File: src/rtl/proc_io_pkg.sv
// Shared types for the proc I/O bridge: event records queued toward the
// processor and the state encodings of the TX and interrupt FSMs.
package proc_io_pkg;

  typedef enum logic {
    EVT_KEY = 1'b0,
    EVT_ETH = 1'b1
  } evt_type_e;

  typedef struct packed {
    evt_type_e   etype;
    logic [31:0] data;
  } evt_t;

  typedef enum logic {
    TX_IDLE,
    TX_SEND
  } tx_state_e;

  typedef enum logic [1:0] {
    INT_IDLE,
    INT_FIRE,
    INT_HOLD
  } int_state_e;

endpackage

File: src/rtl/proc_io_evt_fifo.sv
// Synchronous FIFO of event records between the inbound collectors and the
// interrupt FSM. A write while full is accepted only if a read frees a slot.
module proc_io_evt_fifo
  import proc_io_pkg::*;
#(
  parameter int DEPTH = 4
) (
  input  logic clk,
  input  logic rst_n,
  input  logic wr_en,
  input  evt_t wr_data,
  input  logic rd_en,
  output evt_t rd_data,
  output logic full,
  output logic empty
);

  localparam int AW = $clog2(DEPTH);

  evt_t           mem [DEPTH];
  logic [AW-1:0]  wr_ptr;
  logic [AW-1:0]  rd_ptr;
  logic [AW:0]    count;
  logic           do_wr;
  logic           do_rd;

  assign full    = (count == (AW+1)'(DEPTH));
  assign empty   = (count == '0);
  assign do_rd   = rd_en && !empty;
  assign do_wr   = wr_en && (!full || do_rd);
  assign rd_data = mem[rd_ptr];

  // Pointers wrap naturally because DEPTH is a power of two.
  always_ff @(posedge clk or negedge rst_n) begin
    if (!rst_n) begin
      wr_ptr <= '0;
      rd_ptr <= '0;
      count  <= '0;
    end else begin
      if (do_wr) wr_ptr <= wr_ptr + 1'b1;
      if (do_rd) rd_ptr <= rd_ptr + 1'b1;
      count <= count + (AW+1)'(do_wr) - (AW+1)'(do_rd);
    end
  end

  always_ff @(posedge clk) begin
    if (do_wr) mem[wr_ptr] <= wr_data;
  end

endmodule

File: src/rtl/proc_io_bridge.sv
// Peripheral side of the proc I/O interface: Ethernet TX/RX, PPU hand-off,
// key capture and interrupt delivery. PROC_IO_BRIDGE_DROP_CNT_EN adds drop_count.
module proc_io_bridge
  import proc_io_pkg::*;
#(
  parameter int EVT_DEPTH   = 4,
  parameter int INT_HOLDOFF = 16
) (
  input  logic        clk,
  input  logic        rst_n,
  input  logic        snd,
  input  logic        ppu_send,
  input  logic [31:0] interface_data,
  output logic [7:0]  eth_tx_data,
  output logic        eth_tx_valid,
  input  logic        eth_tx_ready,
  output logic        tx_busy,
  output logic        tx_overrun,
  output logic [31:0] ppu_data,
  output logic        ppu_valid,
  input  logic        ppu_ready,
  input  logic [7:0]  eth_rx_data,
  input  logic        eth_rx_valid,
  input  logic        key_event,
  input  logic [7:0]  key_code,
  output logic        interrupt_key,
  output logic        interrupt_eth,
  output logic [31:0] interrupt_source_data
`ifdef PROC_IO_BRIDGE_DROP_CNT_EN
  ,
  output logic [15:0] drop_count
`endif
);

  localparam int HOLD_W = $clog2(INT_HOLDOFF + 1);

  tx_state_e         tx_state;
  logic [31:0]       tx_word;
  logic [1:0]        tx_idx;
  logic [23:0]       rx_shift;
  logic [1:0]        rx_cnt;
  logic              eth_evt;
  logic              key_pend_valid;
  logic [7:0]        key_pend_code;
  logic              key_drain;
  logic              key_drop;
  evt_t              fifo_wdata;
  evt_t              fifo_head;
  logic              fifo_wr;
  logic              fifo_pop;
  logic              fifo_full;
  logic              fifo_empty;
  int_state_e        int_state;
  logic [HOLD_W-1:0] hold_cnt;

  // The outgoing byte is always the top of a left-shifting word register.
  assign eth_tx_data = tx_word[31:24];

  always_ff @(posedge clk or negedge rst_n) begin
    if (!rst_n) begin
      tx_state     <= TX_IDLE;
      tx_word      <= '0;
      tx_idx       <= '0;
      tx_busy      <= 1'b0;
      eth_tx_valid <= 1'b0;
      tx_overrun   <= 1'b0;
    end else begin
      case (tx_state)
        TX_IDLE: begin
          if (snd) begin
            tx_word      <= interface_data;
            tx_idx       <= '0;
            tx_busy      <= 1'b1;
            eth_tx_valid <= 1'b1;
            tx_state     <= TX_SEND;
          end
        end
        TX_SEND: begin
          if (snd) tx_overrun <= 1'b1;
          if (eth_tx_ready) begin
            tx_word <= {tx_word[23:0], 8'h00};
            tx_idx  <= tx_idx + 2'd1;
            if (tx_idx == 2'd3) begin
              tx_busy      <= 1'b0;
              eth_tx_valid <= 1'b0;
              tx_state     <= TX_IDLE;
            end
          end
        end
        default: tx_state <= TX_IDLE;
      endcase
    end
  end

  always_ff @(posedge clk or negedge rst_n) begin
    if (!rst_n) begin
      ppu_valid <= 1'b0;
      ppu_data  <= '0;
    end else if (ppu_valid) begin
      if (ppu_ready) ppu_valid <= 1'b0;
    end else if (ppu_send) begin
      ppu_valid <= 1'b1;
      ppu_data  <= interface_data;
    end
  end

  assign eth_evt = eth_rx_valid && (rx_cnt == 2'd3);

  always_ff @(posedge clk or negedge rst_n) begin
    if (!rst_n) begin
      rx_shift <= '0;
      rx_cnt   <= '0;
    end else if (eth_rx_valid) begin
      rx_shift <= {rx_shift[15:0], eth_rx_data};
      rx_cnt   <= rx_cnt + 2'd1;
    end
  end

  // Pending key leaves only when the FIFO can really take it, so a blocked
  // key keeps its slot and later keys are the ones dropped.
  assign key_drain = key_pend_valid && !eth_evt && (!fifo_full || fifo_pop);
  assign key_drop  = key_event && key_pend_valid && !key_drain;

  always_ff @(posedge clk or negedge rst_n) begin
    if (!rst_n) begin
      key_pend_valid <= 1'b0;
      key_pend_code  <= '0;
    end else if (key_event && !key_drop) begin
      key_pend_valid <= 1'b1;
      key_pend_code  <= key_code;
    end else if (key_drain) begin
      key_pend_valid <= 1'b0;
    end
  end

  always_comb begin
    fifo_wr          = eth_evt || key_drain;
    fifo_wdata.etype = EVT_KEY;
    fifo_wdata.data  = {24'h0, key_pend_code};
    if (eth_evt) begin
      fifo_wdata.etype = EVT_ETH;
      fifo_wdata.data  = {rx_shift, eth_rx_data};
    end
  end

  assign fifo_pop = (int_state == INT_IDLE) && !fifo_empty;

  proc_io_evt_fifo #(
    .DEPTH (EVT_DEPTH)
  ) u_evt_fifo (
    .clk     (clk),
    .rst_n   (rst_n),
    .wr_en   (fifo_wr),
    .wr_data (fifo_wdata),
    .rd_en   (fifo_pop),
    .rd_data (fifo_head),
    .full    (fifo_full),
    .empty   (fifo_empty)
  );

  // The pop happens on the IDLE->FIRE edge so the registered pulse is visible
  // during FIRE, two cycles after the event that filled an empty FIFO.
  always_ff @(posedge clk or negedge rst_n) begin
    if (!rst_n) begin
      int_state             <= INT_IDLE;
      hold_cnt              <= '0;
      interrupt_key         <= 1'b0;
      interrupt_eth         <= 1'b0;
      interrupt_source_data <= '0;
    end else begin
      case (int_state)
        INT_IDLE: begin
          if (!fifo_empty) begin
            interrupt_source_data <= fifo_head.data;
            interrupt_key         <= (fifo_head.etype == EVT_KEY);
            interrupt_eth         <= (fifo_head.etype == EVT_ETH);
            int_state             <= INT_FIRE;
          end
        end
        INT_FIRE: begin
          interrupt_key <= 1'b0;
          interrupt_eth <= 1'b0;
          hold_cnt      <= '0;
          int_state     <= INT_HOLD;
        end
        INT_HOLD: begin
          if (hold_cnt == HOLD_W'(INT_HOLDOFF - 1)) int_state <= INT_IDLE;
          else hold_cnt <= hold_cnt + 1'b1;
        end
        default: int_state <= INT_IDLE;
      endcase
    end
  end

`ifdef PROC_IO_BRIDGE_DROP_CNT_EN
  logic        eth_drop;
  logic [16:0] drop_sum;

  assign eth_drop = eth_evt && fifo_full && !fifo_pop;
  assign drop_sum = {1'b0, drop_count} + 17'(eth_drop) + 17'(key_drop);

  always_ff @(posedge clk or negedge rst_n) begin
    if (!rst_n) drop_count <= '0;
    else drop_count <= drop_sum[16] ? 16'hFFFF : drop_sum[15:0];
  end
`endif

endmodule

File: config.mk
export PLATFORM = sky130hd
export DESIGN_NAME = proc_io_bridge
export DESIGN_NICKNAME = d
export VERILOG_FILES = /design/src/rtl/proc_io_pkg.sv /design/src/rtl/proc_io_evt_fifo.sv /design/src/rtl/proc_io_bridge.sv
export SDC_FILE = /design/constraint.sdc
export NUM_CORES = 1
export LEC_CHECK = 0
export CORE_ASPECT_RATIO = 1.75
export CORE_UTILIZATION = 50
export CTS_CLUSTER_SIZE = 16
export DETAILED_ROUTE_END_ITERATION = 16
export GPL_TIMING_DRIVEN = 0
export PLACE_DENSITY = 0.78
export RECOVER_POWER = 50
export SLEW_MARGIN = 0
export SYNTH_ARGS = -nofsm -noshare
export SYNTH_HDL_FRONTEND = slang
export SYNTH_SLANG_ARGS = --single-unit
File: constraint.sdc
create_clock -name clk -period 2.1 [get_ports clk]
set_input_delay 0.21 -clock clk [delete_from_list [all_inputs] [get_ports clk]]
set_output_delay 0.21 -clock clk [all_outputs]
set_load 0.02 [all_outputs]
==> results.py, run 1 <==
metrics = {
    "run_status": {
        "status": "complete, but fails checks",
        "violations": "negative setup slack",
    },
    "global_routing": {
        "grt_pass1_wl_um": 37600,
        "overflow": 0,
        "grt_usage_pct": 21.4,
        "antenna_found_initial": 0,
        "grt_pass1_vias": 6956,
        "grt_start_max_net_pins": 111,
    },
    "drt": {
        "vias": 6393,
        "drt_iter0_drc": 240,
        "via_per_inst": 5.43,
        "drc": 0,
        "routedWlPerCell_um": 20.4,
        "antenna_left": 0,
        "detail_route.first_pass.iterations": 5,
        "drt_wl_total_um": 24100,
    },
    "floorplan": {
        "core_um2": 22700,
        "rows": 73,
        "start_util_pct": 50.8,
        "die_area_um2": 23700,
        "pin_count": 134,
        "die_h_um": 203,
        "die_w_um": 117,
    },
    "place": {
        "dp_hpwl_um": 16500,
        "placement.io_buffers": 132,
        "place_area_um2": 13300,
        "place.gp.congestion": 0.778,
    },
    "clock_network": {
        "cts_tree": "done",
        "clkLatencyLatePin_ns": 0.52,
        "cts_buffers": 25,
        "cts_sinks": 285,
        "cts_max_path_buffers": 3,
        "clk_pin_slew_ns": 0.07,
        "htreeDepth": 1,
        "clockRootBuffer": "clkbuf_16",
    },
    "layout": {
        "layout.nets": 927,
        "syn_to_final_growth_pct": 23.5,
        "final_cell_mix": "151 x dfrtp_1, 132 x edfxtp_1, 131 x clkdlybuf4s50_1",
        "drive_gt1_share_pct": 26.0,
        "layout.cells.most_common": "dfrtp_1",
        "diodes": 0,
        "fin_util_pct": 62.8,
        "design_area_um2": 14200,
    },
    "critical_path": {
        "cp-start-kind": "flop",
        "end_kind": "flop",
        "required_ns": 2.55,
        "crit_arrival_ns": 2.61,
        "crit_slowest_cell": "dfrtp_1",
        "crit_fanout": 6,
        "cp_cell_sequence": "or2_1 -> buf_6 -> buf_12 -> a31oi_4 -> ha_4 -> inv_2 -> fa_2 -> xnor2_2 -> xnor2_1",
        "slowest_delay_ns": 0.39,
        "worstSetupPathType": "flop to flop",
    },
    "job": {
        "drv_cap": 0,
    },
    "yosys": {
        "async_flop_share_pct": 53.7,
        "yosysSeqAreaShare_pct": 67.7,
        "yosysWarnings": 0,
        "synth_nets": 757,
        "ys.flop_type": "dfrtp_1",
        "synthesis.area_um2": 11500,
        "synth_edf_count": 132,
        "synthDistinctLibCells": 43,
        "ys_ff_latch": 285,
        "syn_area_per_cell_um2": 16.7,
        "syn_inst": 690,
    },
    "timing": {
        "setup_tns_ns": -0.216,
        "slew_viol_final": 0,
        "grt_setup_unrepaired": "yes",
        "layout_setup_ws_ns": -0.0655,
        "relSlewSlack_pct": 22.6,
        "tightest_slew_ns": 1.16,
        "fin_crit_sh_pct": 103,
        "hold_viol_final": 0,
        "period_minus_slack_ns": 2.17,
        "whs_ns": 0.267,
        "setup_viol": 31,
        "fmax_ghz": 0.462,
        "fin_skew_ns": 0.0155,
    },
    "power_and_ir_drop": {
        "leakagePower_uw": 0.00574,
        "p_per_area_nw_per_um2": 1480,
        "total_power_uw": 21000,
        "peakVddDrop_uv": 882,
    },
    "worst_hold_path": {
        "hold_path_class": "input pin to flop",
    },
}
-- report_power, final --
| group | total (uW) | internal [uW] | leakage, uW | switching [uW] |
|---|---|---|---|---|
| logic | 7620 | 3810 | 0.00223 | 3810 |
| registers | 8670 | 7880 | 0.00310 | 788 |
| clock network | 4730 | 2770 | 0.000409 | 1960 |
-- sequential cells by signal (all words and copies together) (netlist names), 2 cells and up --
name and count:
u_evt_fifo.rd_ptr 2, ppu_data 32, rx_cnt 2, tx_word 32, int_state 2, interrupt_source_data 32, key_pend_code 8, rx_shift 24
tx_idx 2, u_evt_fifo.count 3, u_evt_fifo.wr_ptr 2, hold_cnt 5, u_evt_fifo.mem 132
-- path summary, 6_finish.rpt --
| kind | depth (start not counted) | slack, ns | endpoint | startpoint |
|---|---|---|---|---|
| max in group asynchronous | 3 | 0.49 | u_evt_fifo.count[2] | rst_n |
| min | 2 | 0.27 | ppu_valid | ppu_ready |
| min reg2reg | 1 | 0.47 | tx_overrun | tx_overrun |
| max | 9 | -0.07 | u_evt_fifo.count[2] | int_state[1] |
| max reg2reg | 9 | -0.07 | u_evt_fifo.count[2] | int_state[1] |
| min in group asynchronous | 2 | 0.46 | tx_idx[1] | rst_n |
-- cell usage after synthesis, drive strengths merged, types with 2 or more instances --
cell	number	area, um^2
a21o	2	15.0
a21oi	5	25.0
a31oi	2	27.5
and2	5	31.3
and3	26	163
buf	34	233
clkbuf	15	56.3
dfrtp	153	3830
edfxtp	132	3960
ha	10	125
inv	14	52.6
mux2	107	1230
mux2i	35	350
mux4	33	751
nand2	45	169
nand2b	3	18.8
nor2	6	38.8
nor3b	3	22.5
o21ai	31	155
o22ai	8	50.1
xnor2	3	26.3
xor2	4	35.0
-- kinds of logic (layout without fill, tap and decap cells) --
family,count (synthesis),in the layout,synth area share (%)
AND/OR/NAND/NOR,94,94,4.33
XOR/XNOR,7,7,0.533
flip-flops,285,285,67.7
AO/OA/AOI/OAI,55,55,2.91
buffers and inverters,63,251,2.97
adder cells (fa/ha/maj),11,11,1.26
multiplexers,175,175,20.3
-- final cells by class --
cell class                      instances  area (um^2)
Fill cell                            1703         8430
Clock buffer                           30          674
Multi-Input combinational cell        342         3420
Tap cell                              300          375
Sequential cell                       285         7790
Clock inverter                         15          175
Timing Repair Buffer                  144         1440
Inverter                               14         52.6
Buffer                                 48          283
-- metal layers --
layer  vias up  track usage (%)  part of all wire (%)
li1       2880                -                     -
met1      3304             23.1                    35
met2       172             40.6                    57
met3        37             3.73                   5.0
met4         0             7.64                   2.9
met5         -                0                     0
-- per-stage QoR --
stage	std cells	worst slack, ns
2_1_floorplan	690	-0.0382
3_3_place_gp	1122	-6.20
3_5_place_dp	1123	-0.319
4_1_cts	1171	-0.270
5_1_grt	1178	-0.130
6_report	1178	-0.0655
-- worst max-delay path: cells and delay by family (launching register included) --
| family | cells | cell delay (ns) |
|---|---|---|
| compound gates | 1 | 0.24 |
| xor+xnor | 2 | 0.32 |
| fa+ha+maj | 2 | 0.57 |
| buf+inv | 3 | 0.32 |
| flops | 1 | 0.39 |
| simple gates | 1 | 0.25 |
-- timing repair --
| action | 4_1_cts | 5_1_grt |
|---|---|---|
| hold buffers | 1 | 0 |
| buffers inserted | 2 | 8 |
| gates resized for setup | 5 | 8 |
| hold endpoints to repair | 43 | 0 |
| cloned | 0 | 0 |
| setup endpoints to repair | 134 | 134 |
| pin swaps | 2 | 13 |
(Power assumes the default switching activity.)
==> run 2: changes to the inputs <==
SKIP_LAST_GASP = 1   (was not set)
==> results.py, run 2 (synthesis results as in run 1) <==
metrics = {
    "floorplan": {
        "die_h_um": 203,
        "pin_count": 134,
        "die_area_um2": 23700,
        "core_um2": 22700,
        "die_w_um": 117,
        "start_util_pct": 50.8,
        "rows": 73,
    },
    "critical_path": {
        "crit_fanout": 10,
        "worstSetupPathType": "flop to flop",
        "required_ns": 2.51,
        "cp-start-kind": "flop",
        "end_kind": "flop",
        "crit_arrival_ns": 2.55,
    },
    "layout": {
        "layout.nets": 926,
        "drive_gt1_share_pct": 25.9,
        "diodes": 0,
        "layout.cells.most_common": "dfrtp_1",
        "final_cell_mix": "151 x dfrtp_1, 132 x edfxtp_1, 131 x clkdlybuf4s50_1",
        "largest_reg_flops": 132,
        "syn_to_final_growth_pct": 23.5,
        "top_register": "u_evt_fifo.mem",
        "stdcell_count": 1177,
        "fin_util_pct": 62.7,
    },
    "job": {
        "drv_cap": 0,
    },
    "timing": {
        "fin_skew_ns": 0.0147,
        "setup_viol": 30,
        "period_minus_slack_ns": 2.14,
        "tightest_slew_ns": 1.16,
        "fmax_ghz": 0.467,
        "slew_viol_final": 0,
        "layout_setup_ws_ns": -0.0395,
        "fin_crit_sh_pct": 102,
        "grt_setup_unrepaired": "yes",
        "hold_viol_final": 0,
        "relSlewSlack_pct": 22.7,
    },
    "global_routing": {
        "overflow": 0,
        "grt_use_met1_pct": 23.1,
        "grt_start_max_net_pins": 111,
        "grt_pass1_wl_um": 37600,
        "antenna_found_initial": 0,
        "top_usage_layer": "met2",
        "grt_pass1_vias": 6963,
        "grtUsageMet2_pct": 40.6,
        "grt_use_met3_pct": 3.73,
        "grt_usage_pct": 21.4,
    },
    "place": {
        "placedCellCount": 1123,
        "placement.io_buffers": 132,
        "dp_hpwl_um": 16500,
        "place.gp.congestion": 0.778,
    },
    "drt": {
        "drt_wl_total_um": 24200,
        "drc": 0,
        "vias": 6369,
        "drt_iter0_drc": 235,
        "antenna_left": 0,
        "detail_route.first_pass.iterations": 4,
        "via_per_inst": 5.41,
        "routedWlPerCell_um": 20.5,
    },
    "run_status": {
        "violations": "negative setup slack",
        "status": "complete, but fails checks",
    },
    "clock_network": {
        "clkLatencyLatePin_ns": 0.52,
        "cts_tree": "done",
        "htreeDepth": 1,
        "clk_pin_slew_ns": 0.07,
        "cts_max_path_buffers": 3,
        "cts_buffers": 25,
        "cts_sinks": 285,
        "clockRootBuffer": "clkbuf_16",
    },
    "power_and_ir_drop": {
        "leakagePower_uw": 0.00574,
        "p_per_area_nw_per_um2": 1480,
        "peakVddDrop_uv": 881,
    },
    "worst_hold_path": {
        "hold_path_class": "input pin to flop",
    },
}
-- run 2: per-layer routing --
metal / up-vias / part of all wire (%)
met5: - / 0
met1: 3290 / 35
met4: 0 / 3.1
met2: 159 / 57
met3: 41 / 4.8
li1: 2879 / -
-- run 2: timing repair --
| action | 4_1_cts | 5_1_grt |
|---|---|---|
| resized for setup | 3 | 10 |
| setup endpoints to repair | 134 | 134 |
| cloned | 0 | 0 |
| setup buffers | 2 | 7 |
| endpoints found under the hold margin | 43 | 0 |
| hold buffers | 1 | 0 |
| pin swaps | 1 | 13 |
-- run 2: cell type report --
cell class / instances / area (um^2)
multi-input combinational: 342 / 3420
sequential: 285 / 7790
fill: 1701 / 8440
timing repair buffer: 143 / 1430
inverter: 14 / 52.6
tap: 300 / 375
buffer: 48 / 283
clock buffer: 30 / 674
clock inverter: 15 / 175
-- run 2: through the flow --
| step | worst slack [ns] | hold WS [ns] | total power [uW] | setup TNS [ns] | cell area, um^2 |
|---|---|---|---|---|---|
| finish | -0.0395 | 0.267 | 21000 | -0.146 | 14200 |
| global route | -0.120 | 0.264 | 22000 | -11.68 | 14200 |
| CTS | -0.270 | 0.147 | 21000 | -25.16 | 14100 |
| detailed placement | -0.319 | 0.130 | 16100 | -32.21 | 13300 |
| global placement | -6.20 | 0.441 | 15900 | -885.93 | 13200 |
| floorplan | -0.0382 | -0.0856 | 13400 | -0.0382 | 11500 |
-- run 2: path summary, 6_finish.rpt --
kind                            start             endpoint  slack, ns  cells after the start
setup / recovery            rx_cnt[0]  u_evt_fifo.count[2]      -0.04                      9
hold / removal              ppu_ready            ppu_valid       0.27                      2
setup reg to reg            rx_cnt[0]  u_evt_fifo.count[2]      -0.04                      9
hold reg to reg            tx_overrun           tx_overrun       0.47                      1
max in group asynchronous       rst_n  u_evt_fifo.count[1]       0.50                      3
min in group asynchronous       rst_n            tx_idx[1]       0.46                      2
-- run 2: worst max-delay path, stage by stage (launching register included) --
cell and delay, ns:
dfrtp_1 0.37, ha_1 0.16, clkbuf_4 0.20, a21oi_1 0.13
a31oi_4 0.30, ha_4 0.18, inv_2 0.04, fa_2 0.38
xnor2_2 0.15, xnor2_1 0.12
-- run 2: power breakdown --
group          internal (uW)  leakage [uW]  switching [uW]  total, uW
registers               7880       0.00310             793       8680
logic                   3780       0.00223            3790       7580
clock network           2770      0.000409            1960       4730
total                  14400       0.00574            6540      21000
==> run 3: changes to the inputs <==
CORE_UTILIZATION = 49   (was 50)
PLACE_DENSITY = 0.77   (was 0.78)
RECOVER_POWER = 25   (was 50)
==> results.py, run 3 (synthesis results as in run 1) <==
metrics = {
    "layout": {
        "top_register": "u_evt_fifo.mem",
        "syn_to_final_growth_pct": 22.9,
        "final_cell_mix": "151 x dfrtp_1, 132 x edfxtp_1, 131 x clkdlybuf4s50_1",
        "drive_gt1_share_pct": 26.0,
        "largest_reg_flops": 132,
        "layout.cells.most_common": "dfrtp_1",
        "layout.nets": 928,
        "multi_input_area_um2": 3420,
        "seq_area_um2": 7790,
        "fill_cells": 1652,
    },
    "run_status": {
        "violations": "negative setup slack",
        "status": "complete, but fails checks",
    },
    "critical_path": {
        "required_ns": 2.25,
        "end_kind": "flop",
        "worstSetupPathType": "flop to flop",
        "slowest_delay_ns": 0.59,
        "cp-start-kind": "flop",
        "cp_cell_sequence": "or2_1 -> buf_6 -> buf_12 -> a31oi_4 -> and2_4",
        "crit_slowest_cell": "and2_4",
        "crit_arrival_ns": 2.26,
        "crit_fanout": 33,
    },
    "drt": {
        "detail_route.first_pass.iterations": 4,
        "routedWlPerCell_um": 20.2,
        "vias": 6367,
        "drc": 0,
        "antenna_left": 0,
        "drt_iter0_drc": 337,
        "via_per_inst": 5.39,
        "drt_wl_total_um": 23900,
    },
    "timing": {
        "tightest_slew_ns": 1.14,
        "grt_setup_unrepaired": "yes",
        "period_minus_slack_ns": 2.10,
        "fin_crit_sh_pct": 100,
        "hold_viol_final": 0,
        "fin_skew_ns": 0.00914,
        "slew_viol_final": 0,
        "setup_viol": 6,
        "whs_ns": 0.182,
        "fmax_ghz": 0.476,
        "relSlewSlack_pct": 23.8,
        "layout_setup_ws_ns": -0.00205,
        "setup_tns_ns": -0.00552,
    },
    "floorplan": {
        "pin_count": 134,
        "die_w_um": 118,
        "die_area_um2": 24100,
        "core_um2": 22900,
        "die_h_um": 205,
        "rows": 73,
        "start_util_pct": 50.2,
    },
    "global_routing": {
        "grt_pass1_vias": 6879,
        "grt_pass1_wl_um": 37600,
        "grt_start_max_net_pins": 113,
        "grt_usage_pct": 20.5,
        "antenna_found_initial": 1,
        "overflow": 0,
    },
    "place": {
        "placement.io_buffers": 132,
        "place.gp.congestion": 0.793,
        "dp_hpwl_um": 16500,
        "post-place-ws_ns": -0.284,
    },
    "power_and_ir_drop": {
        "leakagePower_uw": 0.00572,
        "peakVddDrop_uv": 781,
        "p_per_area_nw_per_um2": 1450,
    },
    "clock_network": {
        "cts_buffers": 25,
        "clkLatencyLatePin_ns": 0.52,
        "clk_pin_slew_ns": 0.06,
        "cts_sinks": 285,
        "htreeDepth": 1,
        "clockRootBuffer": "clkbuf_16",
        "cts_tree": "done",
        "cts_max_path_buffers": 3,
    },
    "worst_hold_path": {
        "hold_path_class": "input pin to flop",
    },
    "job": {
        "drv_cap": 0,
    },
}
==> run 3: cell count changes in the layout (fill, tap and decap cells not counted), sizes merged <==
| cell | delta |
|---|---|
| buf | +3 |
| bufinv | -3 |
| clkbuf | +7 |
| clkinv | -4 |
| clkinvlp | -1 |
| diode | +1 |
| inv | +1 |
==> run 3: stage by stage <==
stage	instance area (um^2)	util (%)	cells	power [uW]
finish	14100	61.7	1181	20500
global route	14100	61.7	1180	21600
global placement	13200	57.7	1122	15900
floorplan	11500	-	690	13400
CTS	14100	61.4	1172	20600
detailed placement	13300	57.9	1123	16100
==> run 3: layout make-up <==
type	instances	area share, %
Tap cell	300	2.65
Timing Repair Buffer	145	10.2
Sequential cell	285	55.1
Clock inverter	8	0.469
Inverter	14	0.371
Multi-Input combinational cell	342	24.2
Antenna cell	1	0.0177
Buffer	48	2.01
Clock buffer	38	4.98
==> run 3: routing by layer <==
metal,vias to the layer above,track usage [%],wire (um)
li1,2892,-,-
met4,0,9.29,950
met3,55,4.18,1390
met5,-,0,0
met2,206,39.2,13200
met1,3214,21.1,8310
==> run 3: power by group <==
part | switching (uW) | internal [uW]
clock | 1920 | 2440
combinational | 3740 | 3780
sequential | 765 | 7880
total | 6430 | 14100
==> run 3: final timing paths <==
kind,from,end,slack (ns),depth (start not counted)
worst max register to register,int_state[0],u_evt_fifo.mem[0][12],-0.002,5
max in group asynchronous,rst_n,u_evt_fifo.count[2],0.52,3
min in group asynchronous,rst_n,ppu_data[27],0.46,2
worst min-delay path,eth_rx_valid,key_pend_valid,0.18,3
worst min register to register,tx_overrun,tx_overrun,0.46,1
worst max-delay path,int_state[0],u_evt_fifo.mem[0][12],-0.002,5
==> run 3: repair_timing <==
action | 4_1_cts | 5_1_grt
hold buffers | 1 | 0
setup endpoints to repair | 134 | 134
setup buffers | 2 | 9
endpoints found under the hold margin | 41 | 0
pin swaps | 1 | 10
gates resized for setup | 6 | 7
==> run 3: worst max-delay path, delay by kind of cell, from the launching register on <==
| kind | cells | cell delay (ns) |
|---|---|---|
| buffers and inverters | 2 | 0.27 |
| AO/OA/AOI/OAI | 1 | 0.25 |
| AND/OR/NAND/NOR | 2 | 0.83 |
| flip-flops | 1 | 0.37 |
